--- config.mk ---
export PLATFORM = sky130hd
export DESIGN_NAME = mem_access_flat
export DESIGN_NICKNAME = d
export VERILOG_FILES = /design/src/rtl/mem_access_pkg.sv /design/src/rtl/mem_access_if.sv /design/src/rtl/mem_access_store_encode.sv /design/src/rtl/mem_access.sv /design/src/flat_wrapper.sv
export SDC_FILE = /design/constraint.sdc
export NUM_CORES = 1
export LEC_CHECK = 0
export ABC_AREA = 1
export BUFFER_PORTS_ARGS = -buffer_cell sky130_fd_sc_hd__buf_2
export CORE_MARGIN = 2
export CORE_UTILIZATION = 30
export CTS_BUF_LIST = sky130_fd_sc_hd__clkbuf_4 sky130_fd_sc_hd__clkbuf_8
export CTS_CLUSTER_DIAMETER = 30
export DETAILED_ROUTE_END_ITERATION = 12
export PLACE_DENSITY = 0.59
export SETUP_SLACK_MARGIN = 0.2
export SYNTH_ARGS = -nofsm -noshare
export SYNTH_HDL_FRONTEND = slang
export SYNTH_HIERARCHICAL = 1
export SYNTH_SLANG_ARGS = --single-unit
--- constraint.sdc ---
create_clock -name clk -period 2.19 [get_ports clk]
set_clock_uncertainty 0.2 [all_clocks]
set_input_delay 0.3285 -clock clk [delete_from_list [all_inputs] [get_ports clk]]
set_output_delay 0.3285 -clock clk [all_outputs]
set_load 0.05 [all_outputs]
--- src/rtl/mem_access_pkg.sv ---
// mem_access_pkg: width codes shared with the load decode, FSM states and counter sizing.
package mem_access_pkg;

    localparam logic [1:0] ENC_BYTE = 2'b00;
    localparam logic [1:0] ENC_HALF = 2'b01;
    localparam logic [1:0] ENC_WORD = 2'b10;

    typedef enum logic [1:0] {IDLE, BUS, DONE} state_t;

    function automatic int cnt_width(input int n);
        return (n < 1) ? 1 : $clog2(n + 1);
    endfunction

endpackage

--- src/rtl/mem_access_if.sv ---
// mem_access_if: execute-side op handshake, data-bus port and load-decode result bundle.
interface mem_access_if;

    logic        in_valid;
    logic        in_ready;
    logic        in_we;
    logic [2:0]  in_funct3;
    logic [31:0] in_addr;
    logic [31:0] in_wdata;
    logic        bus_req;
    logic        bus_we;
    logic [31:0] bus_addr;
    logic [3:0]  bus_wstrb;
    logic [31:0] bus_wdata;
    logic        bus_ack;
    logic [31:0] bus_rdata;
    logic        done;
    logic [31:0] rd_word;
    logic [1:0]  rd_addr_lo;
    logic [2:0]  rd_funct3;
    logic        unaligned;
    logic        bus_err;

    modport slave (
        input  in_valid, in_we, in_funct3, in_addr, in_wdata, bus_ack, bus_rdata,
        output in_ready, bus_req, bus_we, bus_addr, bus_wstrb, bus_wdata,
               done, rd_word, rd_addr_lo, rd_funct3, unaligned, bus_err
    );

    modport master (
        output in_valid, in_we, in_funct3, in_addr, in_wdata, bus_ack, bus_rdata,
        input  in_ready, bus_req, bus_we, bus_addr, bus_wstrb, bus_wdata,
               done, rd_word, rd_addr_lo, rd_funct3, unaligned, bus_err
    );

endinterface

--- src/rtl/mem_access_store_encode.sv ---
// mem_access_store_encode: byte strobes, lane-shifted store data and legality of one op.
module mem_access_store_encode
    import mem_access_pkg::*;
(
    input  logic        we,
    input  logic [2:0]  funct3,
    input  logic [1:0]  addr_lo,
    input  logic [31:0] wdata,
    output logic [3:0]  wstrb,
    output logic [31:0] lane_data,
    output logic        illegal
);

    logic [1:0] width;

    always_comb begin
        width = funct3[1:0];
        // a store has no sign/zero choice, so funct3[2] set on a store is malformed
        illegal = (width == 2'b11) || (width == ENC_HALF && addr_lo == 2'b11)
               || (width == ENC_WORD && addr_lo != 2'b00) || (we && funct3[2]);
        wstrb = !we ? 4'b0000
              : width == ENC_BYTE ? 4'b0001 << addr_lo
              : width == ENC_HALF ? 4'b0011 << addr_lo
              : 4'b1111;
        lane_data = wdata << {addr_lo, 3'b000};
    end

endmodule

--- src/rtl/mem_access.sv ---
// mem_access: load/store bus-access stage with alignment check, req/ack handshake
// and ack timeout; hands the raw read word plus addr[1:0]/funct3 to the load decode.
module mem_access
    import mem_access_pkg::*;
#(
    parameter int TIMEOUT_CYCLES = 255
) (
    input logic clk,
    input logic rst,
    mem_access_if.slave m
);

    localparam int CW = cnt_width(TIMEOUT_CYCLES);
    localparam logic [CW-1:0] LAST = CW'(TIMEOUT_CYCLES > 0 ? TIMEOUT_CYCLES - 1 : 0);

    state_t        state;
    logic [CW-1:0] cnt;
    logic          op_we;
    logic [1:0]    op_lo;
    logic [2:0]    op_f3;
    logic [3:0]    wstrb;
    logic [31:0]   lane_data;
    logic          illegal;
    logic          timed_out;

    mem_access_store_encode u_enc (
        .we        (m.in_we),
        .funct3    (m.in_funct3),
        .addr_lo   (m.in_addr[1:0]),
        .wdata     (m.in_wdata),
        .wstrb     (wstrb),
        .lane_data (lane_data),
        .illegal   (illegal)
    );

    // cnt holds the number of ack-less BUS cycles already spent before this one
    assign timed_out = (TIMEOUT_CYCLES != 0) && (cnt == LAST);

    always_ff @(posedge clk) begin
        if (rst) begin
            state        <= IDLE;
            cnt          <= '0;
            op_we        <= 1'b0;
            op_lo        <= 2'b00;
            op_f3        <= 3'b000;
            m.in_ready   <= 1'b1;
            m.bus_req    <= 1'b0;
            m.bus_we     <= 1'b0;
            m.bus_addr   <= '0;
            m.bus_wstrb  <= 4'b0000;
            m.bus_wdata  <= '0;
            m.done       <= 1'b0;
            m.rd_word    <= '0;
            m.rd_addr_lo <= 2'b00;
            m.rd_funct3  <= 3'b000;
            m.unaligned  <= 1'b0;
            m.bus_err    <= 1'b0;
        end else begin
            case (state)
                IDLE: if (m.in_valid) begin
                    m.in_ready <= 1'b0;
                    op_we      <= m.in_we;
                    op_lo      <= m.in_addr[1:0];
                    op_f3      <= m.in_funct3;
                    if (illegal) begin
                        state        <= DONE;
                        m.done       <= 1'b1;
                        m.unaligned  <= 1'b1;
                        m.rd_word    <= '0;
                        m.rd_addr_lo <= m.in_addr[1:0];
                        m.rd_funct3  <= m.in_funct3;
                    end else begin
                        state       <= BUS;
                        cnt         <= '0;
                        m.bus_req   <= 1'b1;
                        m.bus_we    <= m.in_we;
                        m.bus_addr  <= {m.in_addr[31:2], 2'b00};
                        m.bus_wstrb <= wstrb;
                        m.bus_wdata <= lane_data;
                    end
                end
                // an ack arriving on the timeout cycle still completes the op
                BUS: if (m.bus_ack || timed_out) begin
                    state        <= DONE;
                    m.bus_req    <= 1'b0;
                    m.done       <= 1'b1;
                    m.bus_err    <= !m.bus_ack;
                    m.rd_word    <= (m.bus_ack && !op_we) ? m.bus_rdata : '0;
                    m.rd_addr_lo <= op_lo;
                    m.rd_funct3  <= op_f3;
                end else begin
                    cnt <= cnt + 1'b1;
                end
                DONE: begin
                    state       <= IDLE;
                    m.done      <= 1'b0;
                    m.unaligned <= 1'b0;
                    m.bus_err   <= 1'b0;
                    m.in_ready  <= 1'b1;
                end
                default: state <= IDLE;
            endcase
        end
    end

endmodule

--- src/flat_wrapper.sv ---
// flat-port wrapper written by rule: the top's interface ports become plain ports
module mem_access_flat import mem_access_pkg::*;
#(
    parameter int TIMEOUT_CYCLES = 255
)
  (clk, rst, m_in_valid, m_in_we, m_in_funct3, m_in_addr, m_in_wdata, m_bus_ack, m_bus_rdata, m_in_ready, m_bus_req, m_bus_we, m_bus_addr, m_bus_wstrb, m_bus_wdata, m_done, m_rd_word, m_rd_addr_lo, m_rd_funct3, m_unaligned, m_bus_err);
  mem_access_if m_i ();
  input logic clk;
  input logic rst;
  input wire logic [$bits(m_i.in_valid)-1:0] m_in_valid;
  input wire logic [$bits(m_i.in_we)-1:0] m_in_we;
  input wire logic [$bits(m_i.in_funct3)-1:0] m_in_funct3;
  input wire logic [$bits(m_i.in_addr)-1:0] m_in_addr;
  input wire logic [$bits(m_i.in_wdata)-1:0] m_in_wdata;
  input wire logic [$bits(m_i.bus_ack)-1:0] m_bus_ack;
  input wire logic [$bits(m_i.bus_rdata)-1:0] m_bus_rdata;
  output wire logic [$bits(m_i.in_ready)-1:0] m_in_ready;
  output wire logic [$bits(m_i.bus_req)-1:0] m_bus_req;
  output wire logic [$bits(m_i.bus_we)-1:0] m_bus_we;
  output wire logic [$bits(m_i.bus_addr)-1:0] m_bus_addr;
  output wire logic [$bits(m_i.bus_wstrb)-1:0] m_bus_wstrb;
  output wire logic [$bits(m_i.bus_wdata)-1:0] m_bus_wdata;
  output wire logic [$bits(m_i.done)-1:0] m_done;
  output wire logic [$bits(m_i.rd_word)-1:0] m_rd_word;
  output wire logic [$bits(m_i.rd_addr_lo)-1:0] m_rd_addr_lo;
  output wire logic [$bits(m_i.rd_funct3)-1:0] m_rd_funct3;
  output wire logic [$bits(m_i.unaligned)-1:0] m_unaligned;
  output wire logic [$bits(m_i.bus_err)-1:0] m_bus_err;
  assign m_i.in_valid = m_in_valid;
  assign m_i.in_we = m_in_we;
  assign m_i.in_funct3 = m_in_funct3;
  assign m_i.in_addr = m_in_addr;
  assign m_i.in_wdata = m_in_wdata;
  assign m_i.bus_ack = m_bus_ack;
  assign m_i.bus_rdata = m_bus_rdata;
  assign m_in_ready = m_i.in_ready;
  assign m_bus_req = m_i.bus_req;
  assign m_bus_we = m_i.bus_we;
  assign m_bus_addr = m_i.bus_addr;
  assign m_bus_wstrb = m_i.bus_wstrb;
  assign m_bus_wdata = m_i.bus_wdata;
  assign m_done = m_i.done;
  assign m_rd_word = m_i.rd_word;
  assign m_rd_addr_lo = m_i.rd_addr_lo;
  assign m_rd_funct3 = m_i.rd_funct3;
  assign m_unaligned = m_i.unaligned;
  assign m_bus_err = m_i.bus_err;
  mem_access #(.TIMEOUT_CYCLES(TIMEOUT_CYCLES)) u_core (.clk(clk), .rst(rst), .m(m_i));
endmodule
==> run_results.csv, run 1 <==
group,metric,value,unit
timing,period_needed,1.87,ns
placed_design,detailedPlacementHpwl,10.8,mm
routing,post-route-drc-count,0,
final_layout,stdcell_area,0.00790,mm^2
power,power.total,6.18,mW
clocking,clock_latency_reported_for_the_late_side_of_the_worst_skew_pair,0.43,ns
die,effective_utilization_at_floorplan,30.3,%
timing,setup_viol_count_final,0,
critical_path,crit_start_category,"primary input",
global_route,first_global_vias,5575,
routing,dr.first_iter.drc_count,236,
run,cap_viol_max_count,0,
yosys,syn-instance-count,808,
timing,finalCritPeriodShare,85.4,%
yosys,largest_cells_by_area_after_synthesis,"sky130_fd_sc_hd__dfxtp_1 (45%), sky130_fd_sc_hd__nand2_1 (13%), sky130_fd_sc_hd__nor2_1 (12%), sky130_fd_sc_hd__o21ai_0 (7.0%), sky130_fd_sc_hd__nand3_1 (3.8%)",
clocking,post_cts.repair.setup_buffers,0,
placed_design,detailedPlace.worstSlack,0.0885,ns
yosys,yosys_most_used_dff,"sky130_fd_sc_hd__dfxtp_1",
critical_path,timing_worst_setup_path_type,"in -> reg",
placed_design,postPlaceCellArea,0.00682,mm^2
clocking,cts_inserted_buffers,17,
placed_design,place.detailed.instances,1222,
clocking,tritoncts_num_sinks,125,
clocking,clkSlewWorstSetupHoldPaths,0.07,ns
yosys,post_synth_most_frequent_cells,"sky130_fd_sc_hd__nand2_1 (189), sky130_fd_sc_hd__nor2_1 (181), sky130_fd_sc_hd__dfxtp_1 (125)",
die,floorplan.io_pins,215,
final_layout,instances_no_fill,1317,
yosys,synthesis.yosys.warnings,6,
critical_path,worst-endpoint-arrival,2.03,ns
clocking,cts.path.max_buffers,2,
die,die_area,0.0198,mm^2
yosys,syn_area_per_cell,6.94,um^2
critical_path,critical_path.endpoint_type,"register",
final_layout,syn2layout_area_growth,40.8,%
power,power_density,782,mW/mm^2
routing,vias_per_cell,4.49,
timing,fmax,535,MHz
placed_design,gp_congestion,0.822,
yosys,yosys_register_bits,125,
power,power_leakage,4.00,nW
routing,num_vias,5919,
routing,detail_routed_net_length_per_standard_cell,12.9,um
global_route,grt_start_max_net_pins,68,
critical_path,path_max_fanout,39,
global_route,grt_usage,16.9,%
worst_hold_path,worst_hold_path_type,"in -> reg",
yosys,yosysSeqAreaShare,44.6,%
clocking,cts-htree-levels,4,
critical_path,worstSetupStartpoint,"m_in_we",
final_layout,layout_cells_sized_above_1,26.7,%
final_layout,antenna_cells,0,
routing,totalWireLength,16.9,mm
status,result_of_the_run,"finished clean",
yosys,synth_largest_area_cell,"sky130_fd_sc_hd__dfxtp_1",
routing,ant_nets,0,
die,core,0.0185,mm^2
timing,tns,0,ns
power,peakVddDrop,354,uV
clocking,library_cell_used_as_clock_root_buffer,"sky130_fd_sc_hd__clkbuf_8",
yosys,synth.distinct_cells,33,
clocking,tritoncts,"done",
global_route,antenna_violations_before_repair,1,
die,die_y,141,um
global_route,wire_length_of_the_first_global_routing_pass,27.2,mm
yosys,synth_edf_count,0,
final_layout,n_fill_cell,1878,
final_layout,postLayoutCoreUtil,42.6,%
yosys,synth_async_sr_flop_share,0,%
timing,timing.hold.ws,0.0540,ns
yosys,mappedNetlistArea,0.00561,mm^2
final_layout,design.final.nets,1181,
timing,number_of_max_slew_violations_in_the_final_report,0,
critical_path,cp.required,2.35,ns
routing,detail_route.first_pass.iterations,5,
die,placementRows,50,
die,fp.dieW,141,um
worst_hold_path,hp-start,"m_in_addr[1]",
timing,setup_slack,0.320,ns
yosys,synth_most_common_cell,"sky130_fd_sc_hd__nand2_1",
timing,rsz_0062_raised_after_global_routing,"no",
timing,final_hold_violation_count,0,
yosys,synth_top_area_share,44.6,%
global_route,grt_remaining_overflow,0,
critical_path,critical_path.reg2reg.startpoint,"u_core/state[0]",
placed_design,numPortBuffers,212,
-- critical path, stage by stage --
cell                            delay (ns)
sky130_fd_sc_hd__dlygate4sd3_1        0.52
sky130_fd_sc_hd__buf_2                0.18
sky130_fd_sc_hd__nand2_1              0.08
sky130_fd_sc_hd__nand2_2              0.10
sky130_fd_sc_hd__nor2_4               0.06
sky130_fd_sc_hd__inv_2                0.29
sky130_fd_sc_hd__buf_12               0.25
sky130_fd_sc_hd__nor2_1               0.07
sky130_fd_sc_hd__nor2_1               0.12
-- state kept, by name (all words and copies together), names as in the netlist, 2 cells and up --
name	cells
u_core/m.bus_addr	30
u_core/op_f3	3
u_core/m.bus_wstrb	4
u_core/m.rd_word	32
u_core/cnt	8
u_core/m.rd_funct3	3
u_core/state	2
u_core/op_lo	2
u_core/m.rd_addr_lo	2
u_core/m.bus_wdata	32
-- cells in the final DEF (no fill, tap or decap), types with 3 or more instances in the layout --
master	count
sky130_fd_sc_hd__ha_1	6
sky130_fd_sc_hd__o21ai_1	4
sky130_fd_sc_hd__buf_4	12
sky130_fd_sc_hd__bufinv_16	3
sky130_fd_sc_hd__nor2_1	181
sky130_fd_sc_hd__dfxtp_1	125
sky130_fd_sc_hd__inv_1	51
sky130_fd_sc_hd__dlygate4sd3_1	64
sky130_fd_sc_hd__a21oi_1	39
sky130_fd_sc_hd__clkbuf_8	20
sky130_fd_sc_hd__buf_12	4
sky130_fd_sc_hd__nor2_2	5
sky130_fd_sc_hd__inv_2	5
sky130_fd_sc_hd__a21oi_2	5
sky130_fd_sc_hd__clkinv_4	3
sky130_fd_sc_hd__nor3_1	8
sky130_fd_sc_hd__buf_2	212
sky130_fd_sc_hd__nand2_1	188
sky130_fd_sc_hd__nand2_4	6
sky130_fd_sc_hd__nand3_1	43
sky130_fd_sc_hd__o21ai_0	78
-- per-layer routing --
metal	GRT usage, %	up-vias	part of all wire (%)
met5	0	-	0
met4	6.74	0	1.8
met3	4.82	22	5.4
met2	28.1	156	47
met1	20.7	2683	45
li1	-	3058	-
-- kinds of logic (layout without fill, tap and decap cells) --
logic type	count (synthesis)	count (layout)	synth area share (%)
flops	125	125	44.6
compound gates	128	128	11.8
fa+ha+maj	6	6	1.34
buf+inv	107	381	9.66
simple gates	440	440	32.3
xor+xnor	1	1	0.156
other cells	1	2	0.0669
-- timing repair --
action                                  CTS  global route
gates resized for setup                   0             1
hold endpoints to repair                 64             0
endpoints found under the setup margin    0             2
hold buffers                             64             0
-- power breakdown --
group	leakage [nW]	switching, mW	internal [mW]
clock	0.212	0.937	1.24
sequential	1.02	0.0846	2.44
combinational	2.77	1.04	0.437
-- area by class of cell --
class / count / area, um^2 / area share, %
Clock buffer: 22 / 290 / 3.68
Clock inverter: 9 / 136 / 1.73
Inverter: 58 / 225 / 2.85
Multi-Input combinational cell: 577 / 2580 / 32.6
Sequential cell: 125 / 2500 / 31.7
Tap cell: 234 / 293 / 3.71
Timing Repair Buffer: 292 / 1870 / 23.7
-- final timing paths --
| kind | end | slack [ns] | cells after the start |
|---|---|---|---|
| min reg2reg | u_core/m.rd_word[7] | 0.26 | 2 |
| min | u_core/op_lo[1] | 0.05 | 3 |
| max reg2reg | u_core/m.rd_word[4] | 0.34 | 7 |
| max | u_core/m.bus_addr[15] | 0.32 | 9 |
Note: power is estimated with default switching activity, not from simulation.
==> run 2, diff against run 1 <==
--- a/config.mk
+++ b/config.mk
@@ -12,9 +12,11 @@
 export CTS_BUF_LIST = sky130_fd_sc_hd__clkbuf_4 sky130_fd_sc_hd__clkbuf_8
 export CTS_CLUSTER_DIAMETER = 30
 export DETAILED_ROUTE_END_ITERATION = 12
+export GPL_ROUTABILITY_DRIVEN = 0
 export PLACE_DENSITY = 0.59
 export SETUP_SLACK_MARGIN = 0.2
 export SYNTH_ARGS = -nofsm -noshare
 export SYNTH_HDL_FRONTEND = slang
 export SYNTH_HIERARCHICAL = 1
 export SYNTH_SLANG_ARGS = --single-unit
+export TNS_END_PERCENT = 100
==> constraint.sdc (replaced) <==
create_clock -name clk -period 2 [get_ports clk]
set_clock_uncertainty 0.2 [all_clocks]
set_input_delay 0.3 -clock clk [delete_from_list [all_inputs] [get_ports clk]]
set_output_delay 0.3 -clock clk [all_outputs]
set_load 0.05 [all_outputs]
==> run 2 against run 1 <==
Net effect:
- global-route usage is 0.061 points lower
- clock power is 14% higher
- via count grew 0.20%
- sequential share of layout area shrank 0.93 points
- core utilization is 1.3 points higher
- hold slack worse by 0.012 ns
- register-to-register slack got worse by 0.05 ns
- die area did not move
- first-iteration DRC count grew 16%
- cell area grew 3.1%
- sequential cell count is the same
==> run_results.csv, run 2 (same netlist as run 1, synthesis figures left out) <==
group,metric,value,unit
status,result_of_the_run,"finished clean",
final_layout,antenna_cells,0,
critical_path,worst-endpoint-arrival,1.88,ns
final_layout,design.final.nets,1190,
timing,final_hold_violation_count,0,
routing,detail_route.first_pass.iterations,5,
timing,setup_viol_count_final,0,
final_layout,n_fill_cell,1892,
timing,tns,0,ns
clocking,cts.path.max_buffers,2,
final_layout,layout_cells_sized_above_1,28.8,%
global_route,grt_util_met2,27.8,%
final_layout,postLayoutCoreUtil,44.0,%
routing,dr.first_iter.drc_count,274,
timing,fmax,571,MHz
final_layout,highest_count_cells_in_the_layout_ignoring_fill_and_taps,"sky130_fd_sc_hd__buf_2 (211), sky130_fd_sc_hd__nand2_1 (182), sky130_fd_sc_hd__nor2_1 (180)",
clocking,tritoncts,"done",
global_route,grt_usage,16.8,%
placed_design,detailedPlacementHpwl,11.0,mm
die,core,0.0185,mm^2
routing,num_vias,5931,
routing,vias_per_cell,4.47,
routing,ant_nets,0,
global_route,grt_remaining_overflow,0,
global_route,grt_start_max_net_pins,45,
clocking,cts-htree-levels,4,
critical_path,timing_worst_setup_path_type,"in -> reg",
die,die_y,141,um
global_route,first_global_vias,5637,
die,fp.dieW,141,um
final_layout,final_common_cell,"sky130_fd_sc_hd__buf_2",
timing,finalCritPeriodShare,87.6,%
routing,totalWireLength,17.2,mm
die,effective_utilization_at_floorplan,30.3,%
power,peakVddDrop,375,uV
critical_path,crit_start_category,"primary input",
critical_path,critical_path.endpoint_type,"register",
worst_hold_path,worst_hold_path_type,"in -> reg",
die,floorplan.io_pins,215,
timing,rsz_0062_raised_after_global_routing,"yes",
clocking,clkSlewWorstSetupHoldPaths,0.08,ns
clocking,tritoncts_num_sinks,125,
global_route,wire_length_of_the_first_global_routing_pass,27.0,mm
die,placementRows,50,
die,die_area,0.0198,mm^2
power,power_density,854,mW/mm^2
routing,detail_routed_net_length_per_standard_cell,13.0,um
power,power_leakage,4.10,nW
final_layout,reg_top3,"u_core/m.bus_wdata: 32 flops, u_core/m.rd_word: 32 flops, u_core/m.bus_addr: 30 flops",
critical_path,path_max_fanout,7,
placed_design,numPortBuffers,212,
timing,period_needed,1.75,ns
run,cap_viol_max_count,0,
clocking,clock_latency_reported_for_the_late_side_of_the_worst_skew_pair,0.43,ns
global_route,top_usage_layer,"met2",
routing,post-route-drc-count,0,
global_route,grt.met3_usage,5.23,%
global_route,grt.met1_usage,21.4,%
final_layout,syn2layout_area_growth,45.1,%
timing,worst_slew_margin_rel,66.1,%
clocking,cts_inserted_buffers,17,
global_route,antenna_violations_before_repair,0,
clocking,library_cell_used_as_clock_root_buffer,"sky130_fd_sc_hd__clkbuf_8",
timing,worst-slew-pin-transition,0.508,ns
timing,number_of_max_slew_violations_in_the_final_report,0,
critical_path,cp.required,2.13,ns
## run 2: cell types whose count changed in the layout (fill, tap and decap cells not counted), sizes merged, moves of 2 or more
| cell | delta |
|---|---|
| buf | +6 |
| inv | +4 |
| clkbuf | -3 |
| dlygate4sd3 | +2 |
## run 2: metrics by stage
step	cells	area (um^2)	setup slack [ns]	hold WS, ns	power (mW)
2_1_floorplan	809	5710	0.117	0.235	3.95
3_3_place_gp	1226	6930	0.00560	0.239	4.37
3_5_place_dp	1226	6930	-0.00704	0.249	4.38
4_1_cts	1324	8030	0.203	0.00540	7.02
5_1_grt	1327	8140	0.186	0.0499	7.33
6_report	1327	8140	0.248	0.0422	6.96
## run 2: where the power goes
group / total, mW / switching (mW) / internal, mW
combinational: 1.71 / 1.17 / 0.534
sequential: 2.76 / 0.0920 / 2.67
clock: 2.49 / 1.09 / 1.40
total: 6.96 / 2.36 / 4.60
## run 2: critical path, cell delays in order
cell                            delay [ns]
sky130_fd_sc_hd__dlygate4sd3_1        0.54
sky130_fd_sc_hd__buf_6                0.13
sky130_fd_sc_hd__nand2_1              0.07
sky130_fd_sc_hd__nand2_2              0.12
sky130_fd_sc_hd__o21ai_2              0.08
sky130_fd_sc_hd__a21oi_2              0.15
sky130_fd_sc_hd__nand2_4              0.11
sky130_fd_sc_hd__buf_12               0.15
sky130_fd_sc_hd__o21ai_1              0.16
sky130_fd_sc_hd__nor2_1               0.06
## run 2: repair_timing
item | CTS | global route
endpoints found under the hold margin | 68 | 0
gates resized for setup | 0 | 21
setup endpoints to repair | 0 | 114
hold buffers | 66 | 0
setup buffers | 0 | 2
## run 2: worst paths after layout
kind	start	end	slack, ns	cells past startpoint
hold reg to reg	u_core/m.rd_word[21]	u_core/m.rd_word[21]	0.26	2
setup reg to reg	u_core/cnt[0]	u_core/cnt[1]	0.29	9
hold / removal	m_in_wdata[1]	u_core/m.bus_wdata[17]	0.04	5
setup / recovery	m_in_we	u_core/m.rd_addr_lo[0]	0.25	10
## run 2: metal layers
layer | vias up | part of all wire (%)
li1 | 3077 | -
met1 | 2670 | 46
met2 | 176 | 47
met3 | 8 | 6.6
met4 | 0 | 0.83
met5 | - | 0
## run 2: layout make-up
type / count / area [um^2] / area share, %
well taps: 234 / 293 / 3.60
clock inverters: 14 / 206 / 2.54
multi-input cells: 577 / 2650 / 32.5
repair buffers: 301 / 2010 / 24.7
clock buffers: 18 / 241 / 2.97
inverters: 58 / 235 / 2.89
flip-flops and latches: 125 / 2500 / 30.8
